==> src/rtl/uart_rx_gen.sv <==
// uart_rx_gen: runtime-configurable oversampling UART receiver with a one-word valid/ready holding register.
// Optional feature: define UART_RX_MAJORITY_EN for 2-of-3 majority sampling around each bit centre.
module uart_rx_gen #(
    parameter int unsigned DATA_W = 8,
    parameter int unsigned DIV_W  = 16,
    parameter int unsigned OVS    = 16
) (
    input  logic              clk,
    input  logic              rst_n,
    input  logic              rx_line,
    input  logic [DIV_W-1:0]  baud_div,
    input  logic [3:0]        data_bits,
    input  logic [1:0]        parity_mode,
    input  logic              two_stop,
    output logic [DATA_W-1:0] m_data,
    output logic              m_valid,
    input  logic              m_ready,
    output logic              m_frame_err,
    output logic              m_parity_err,
    output logic              overrun,
    input  logic              clr_overrun,
    output logic              busy
);
    localparam int unsigned TW = $clog2(OVS);
    localparam logic [TW-1:0] LAST_C = TW'(OVS - 1);
`ifdef UART_RX_MAJORITY_EN
    localparam logic [TW-1:0] SAMPLE_C = TW'(OVS / 2);
`else
    localparam logic [TW-1:0] SAMPLE_C = TW'(OVS / 2 - 1);
`endif

    typedef enum logic [2:0] {IDLE, START, DATA, PARITY, STOP} state_t;
    state_t state, state_nx;

    logic              sync1, rxs, rxs_prev;
    logic [DIV_W-1:0]  div_q, pre_cnt;
    logic [3:0]        nbits_q, nbits_clamped, idx;
    logic              par_en_q, par_odd_q, two_q;
    logic              tick;
    logic [TW-1:0]     tick_cnt;
    logic [DATA_W-1:0] shreg;
    logic              par_acc, frame_err_q, par_err_q;
    logic              start_edge, sample_pt, bit_end, bit_val, complete, load;

    always_ff @(posedge clk or negedge rst_n) begin
        if (!rst_n) begin
            sync1    <= 1'b1;
            rxs      <= 1'b1;
            rxs_prev <= 1'b1;
        end else begin
            sync1    <= rx_line;
            rxs      <= sync1;
            rxs_prev <= rxs;
        end
    end

`ifdef UART_RX_MAJORITY_EN
    logic s_a, s_b;
    // Two previous tick samples plus the live value form the 2-of-3 vote.
    always_ff @(posedge clk or negedge rst_n) begin
        if (!rst_n) begin
            s_a <= 1'b1;
            s_b <= 1'b1;
        end else if (tick) begin
            s_a <= s_b;
            s_b <= rxs;
        end
    end
    assign bit_val = (s_a & s_b) | (s_a & rxs) | (s_b & rxs);
`else
    assign bit_val = rxs;
`endif

    always_comb begin
        nbits_clamped = data_bits;
        if (data_bits < 4'd5)
            nbits_clamped = 4'd5;
        else if (data_bits > 4'(DATA_W))
            nbits_clamped = 4'(DATA_W);
    end

    assign start_edge = (state == IDLE) && rxs_prev && !rxs;
    assign sample_pt  = tick && (tick_cnt == SAMPLE_C);
    assign bit_end    = tick && (tick_cnt == LAST_C);
    assign busy       = (state != IDLE);

    always_ff @(posedge clk or negedge rst_n) begin
        if (!rst_n)
            state <= IDLE;
        else
            state <= state_nx;
    end

    always_comb begin
        state_nx = state;
        complete = 1'b0;
        case (state)
            IDLE:   if (start_edge) state_nx = START;
            START: begin
                if (sample_pt && bit_val)
                    state_nx = IDLE;
                else if (bit_end)
                    state_nx = DATA;
            end
            DATA:   if (bit_end && idx == nbits_q - 4'd1) state_nx = par_en_q ? PARITY : STOP;
            PARITY: if (bit_end) state_nx = STOP;
            STOP: begin
                if (sample_pt && idx == {3'b000, two_q}) begin
                    complete = 1'b1;
                    state_nx = IDLE;
                end
            end
            default: state_nx = IDLE;
        endcase
    end

    // The tick is registered so the first tick lands exactly T clocks after START entry.
    always_ff @(posedge clk or negedge rst_n) begin
        if (!rst_n) begin
            div_q       <= '0;
            pre_cnt     <= '0;
            nbits_q     <= 4'd8;
            par_en_q    <= 1'b0;
            par_odd_q   <= 1'b0;
            two_q       <= 1'b0;
            tick        <= 1'b0;
            tick_cnt    <= '0;
            idx         <= '0;
            shreg       <= '0;
            par_acc     <= 1'b0;
            frame_err_q <= 1'b0;
            par_err_q   <= 1'b0;
        end else if (state == IDLE) begin
            pre_cnt  <= '0;
            tick     <= 1'b0;
            tick_cnt <= '0;
            idx      <= '0;
            if (start_edge) begin
                div_q       <= baud_div;
                nbits_q     <= nbits_clamped;
                par_en_q    <= ^parity_mode;
                par_odd_q   <= (parity_mode == 2'b10);
                two_q       <= two_stop;
                shreg       <= '0;
                par_acc     <= 1'b0;
                frame_err_q <= 1'b0;
                par_err_q   <= 1'b0;
            end
        end else begin
            tick    <= (pre_cnt == div_q);
            pre_cnt <= (pre_cnt == div_q) ? '0 : pre_cnt + DIV_W'(1);
            if (tick)
                tick_cnt <= tick_cnt + TW'(1);
            if (state_nx != state)
                idx <= '0;
            else if (bit_end)
                idx <= idx + 4'd1;
            if (sample_pt) begin
                case (state)
                    DATA: begin
                        for (int unsigned i = 0; i < DATA_W; i++)
                            if (i == 32'(idx))
                                shreg[i] <= bit_val;
                        par_acc <= par_acc ^ bit_val;
                    end
                    PARITY:  par_err_q <= bit_val ^ par_acc ^ par_odd_q;
                    STOP:    if (!bit_val) frame_err_q <= 1'b1;
                    default: ;
                endcase
            end
        end
    end

    assign load = complete && (!m_valid || m_ready);

    always_ff @(posedge clk or negedge rst_n) begin
        if (!rst_n) begin
            m_data       <= '0;
            m_valid      <= 1'b0;
            m_frame_err  <= 1'b0;
            m_parity_err <= 1'b0;
            overrun      <= 1'b0;
        end else begin
            if (load) begin
                m_data       <= shreg;
                m_valid      <= 1'b1;
                m_frame_err  <= frame_err_q | ~bit_val;
                m_parity_err <= par_err_q;
            end else if (m_valid && m_ready) begin
                m_valid <= 1'b0;
            end
            if (complete && !load)
                overrun <= 1'b1;
            else if (clr_overrun)
                overrun <= 1'b0;
        end
    end
endmodule

==> config.mk <==
export PLATFORM = sky130hd
export DESIGN_NAME = uart_rx_gen
export DESIGN_NICKNAME = d
export VERILOG_FILES = /design/src/rtl/uart_rx_gen.sv
export SDC_FILE = /design/constraint.sdc
export NUM_CORES = 1
export LEC_CHECK = 0
export CORE_UTILIZATION = 58
export CTS_BUF_LIST = sky130_fd_sc_hd__clkbuf_4 sky130_fd_sc_hd__clkbuf_8
export DETAILED_ROUTE_END_ITERATION = 7
export GPL_TIMING_DRIVEN = 0
export PLACE_DENSITY = 0.83
export SLEW_MARGIN = 20
export SYNTH_ARGS = -nofsm -noshare
export SYNTH_HDL_FRONTEND = slang
export SYNTH_SLANG_ARGS = --single-unit
==> constraint.sdc <==
create_clock -name clk -period 2.19 [get_ports clk]
set_clock_uncertainty 0.05 [all_clocks]
set_input_delay 0.5475 -clock clk [delete_from_list [all_inputs] [get_ports clk]]
set_output_delay 0.5475 -clock clk [all_outputs]
set_load 0.02 [all_outputs]
==> out/results.txt <==
Worst-path clk slew - 80 ps
Setup crit start - pre_cnt[13]
Slew Limit Fails - 0
Yosys warns - 0
H-tree Lvls - 3
Max-Cap Viols - 0
DRC viols - 0
Layout cells sized above 1 - 0.1124
Synthesized cell area - 3712 um2
Synth cell types - 37
Area grow syn2layout - 20.59%
Row cnt - 28
Crit path DAT - 2330 ps
Worst Tran Pin Value - 547.6 ps
Dominant synthesized flop cell - dfrtp_1
Gate power share - 0.202
Unrepaired setup endpoints after global routing - false
Fin. Hold Viols - 0
Crit Reg-Reg Startpoint - pre_cnt[13]
Final setup fails - 0
Pre-CTS WS - -111.4 ps
Crit path required time - 2370 ps
Routing usage on met3 - 0.03667
Global-route wire length before repair - 13230 um
Sw frac - 0.2965
Cell count after synthesis - 378
Sequential share of power - 0.471
Pint - 2786 uW
Cell with the most instances after synthesis - nand2_1
Routed vias/inst - 5.575
Area share of the largest cell type after synthesis - 0.4921
Crit-path max FO - 10
Top cells by area, synth - dfrtp_1, xor2_1, nand2_1
Boundary pin count - 41
Iter 0 DRT Violations - 245
Antenna diodes - 0
Compound-Gate Fraction of Synth Area - 0.07718
Layout Nets - 467
CP Capture Type - register
Routed Antenna Nets - 0
Port-buffer cells - 40
Post-synth EDFFs - 0
Rel. slew slack - 0.6336
Hold_ws - 78.11 ps
Num CTS Buffers - 9
Final core occ - 0.7386
Final GP Congestion - 0.8393
Pwr per Cell Area - 884.7 nW/um2
Vias - 2849
CP Launch Type - register
Chip Width - 82.01 um
Clock root buffer master - clkbuf_8
Die area - 6725 um2
Leakage - 0.002120 uW
Post-synthesis xor/xnor area fraction - 0.1062
Final min period - 2147 ps
Simple logic cell fraction of the synthesized area - 0.2066
Final Worst Setup Slack - 43.39 ps
Max IR drop VDD - 0.5980 mV
Cts hold-fix bufs - 0
Synth top cells by count - nand2_1, dfrtp_1, xor2_1
Synth async-reset ratio - 1.000
Switching pwr - 1174 uW
Initial Utilization - 0.6125
GRT Total Usage - 0.2650
Detailed placement HPWL - 5637 um
Clk_lat worst skew - 350 ps
Status - finished, final reports clean
CTS tree - done
Clock Sink Count - 77
Seq cells post-synth - 77
Post-synthesis adder-cell area fraction - 0.02696
Post-synthesis mux area share - 0.03606
Syn Nets - 414
Fillers - 447
Yosys top cell by area - dfrtp_1
Final Cycle Share - 0.9802
Mapped Avg Cell Area - 9.821 um2
Busiest grt layer - met2
Total core area - 6061 um2
Number of global-route vias before repair - 2915
Worst min-delay path category - input port to asynchronous set/reset pin
GR Util met1 - 0.3341
Die Y - 82.01 um
Largest family of logic cells by synthesized area - simple AND/OR/NAND/NOR gates
GRT Residual Overflow - 0
Drt wl/cell - 15.10 um
Pin count of the biggest net entering global routing - 45
Clock Power Share - 0.327
Maximum clock insertion buffer count - 2
Upper clock frequency limit - 0.4659 GHz
Initial antenna violation count - 0
Seq/Total Area, Yosys - 0.5204
Grt met2 use - 0.4562
Critical path class - register to register
Total wire length - 7714 um
1st-pass router iterations - 4
state kept, by name (all words and copies together), names as in the netlist, 3 cells and up:
register and count:
tick_cnt 4, div_q 16, pre_cnt 16, idx 4, m_data 8, state 3
shreg 8, nbits_q 4
worst paths after layout:
path                       slack [ps]     endpoint  cells past startpoint
setup / recovery                   40  pre_cnt[13]                      6
hold / removal                     80        two_q                      1
setup reg to reg                   40  pre_cnt[13]                      6
hold reg to reg                   310      bit_val                      0
max in group asynchronous        1380      bit_val                      2
min in group clk                  310      bit_val                      0
stage by stage:
step	power, uW	setup TNS, ps	area (um2)	instances
3_5_place_dp	2690	-111.4	4224	494
5_1_grt	4190	0	4477	511
4_1_cts	3992	0	4476	511
6_report	3960	0	4477	511
3_3_place_gp	2643	-152900	4207	493
2_1_floorplan	2421	0	3712	378
power groups by stage:
stage                     combinational (uW)  clock (uW)  sequential [uW]
after floorplan                          580           0             1840
after global placement                   760           0             1880
after detailed placement                 793           0             1900
after CTS                                806        1320             1870
after global routing                     913        1380             1900
final                                    799        1300             1870
final cells by class:
| cell class | count | area [um2] | share of cell area |
|---|---|---|---|
| inverter | 10 | 37.54 | 0.008385 |
| clock inverter | 7 | 121.4 | 0.02711 |
| multi-input combinational | 279 | 1682 | 0.3756 |
| tap | 75 | 93.84 | 0.02096 |
| timing repair buffer | 42 | 425.4 | 0.09503 |
| clock buffer | 9 | 123.9 | 0.02767 |
| buffer | 12 | 61.31 | 0.01369 |
| sequential | 77 | 1932 | 0.4315 |
logic make-up (layout without fill, tap and decap cells):
kind of cell             Yosys count  in the layout
flip-flops                        77             77
buffers and inverters             22             80
multiplexers                      12             12
AO/OA/AOI/OAI                     48             48
XOR/XNOR                          45             45
adder cells (fa/ha/maj)            8              8
AND/OR/NAND/NOR                  166            166
worst max-delay path, stage by stage, from the launching register on:
cell and delay [ps]:
dfrtp_1 440, xor2_1 190, nor4_1 480, nand4_1 280
nand2_1 250, buf_2 260, nor2_1 80
what timing repair did:
| action | in CTS | in global routing |
|---|---|---|
| endpoints found under the setup margin | 1 | 1 |
| buffers inserted | 1 | 0 |
| gates resized for setup | 2 | 1 |
| pin swaps | 1 | 0 |
| gates cloned | 0 | 0 |
placed cells by master, fill, tap and decap left out, drive strengths merged, types with 2 or more instances in the layout:
master and count:
nand2 81, dfrtp 73, clkdlybuf4s50 38, xor2 35, nor2 30, o21ai 23, clkbuf 13, nand3 12
a31oi 11, mux2 11, inv 11, buf 11, nand4 10, xnor2 10, ha 8, nor3 7
nand2b 6, and3 5, nor4 5, a21oi 5, or3 4, nor2b 4, dfstp 4, bufinv 3
clkinv 3, o211ai 2, o31ai 2, o22ai 2
routing by layer:
layer / vias to the layer above / routed length [um]
li1: 1383 / -
met1: 1382 / 3317
met2: 70 / 4023
met3: 14 / 239
met4: 0 / 133
met5: - / 0
(Power assumes the default switching activity.)
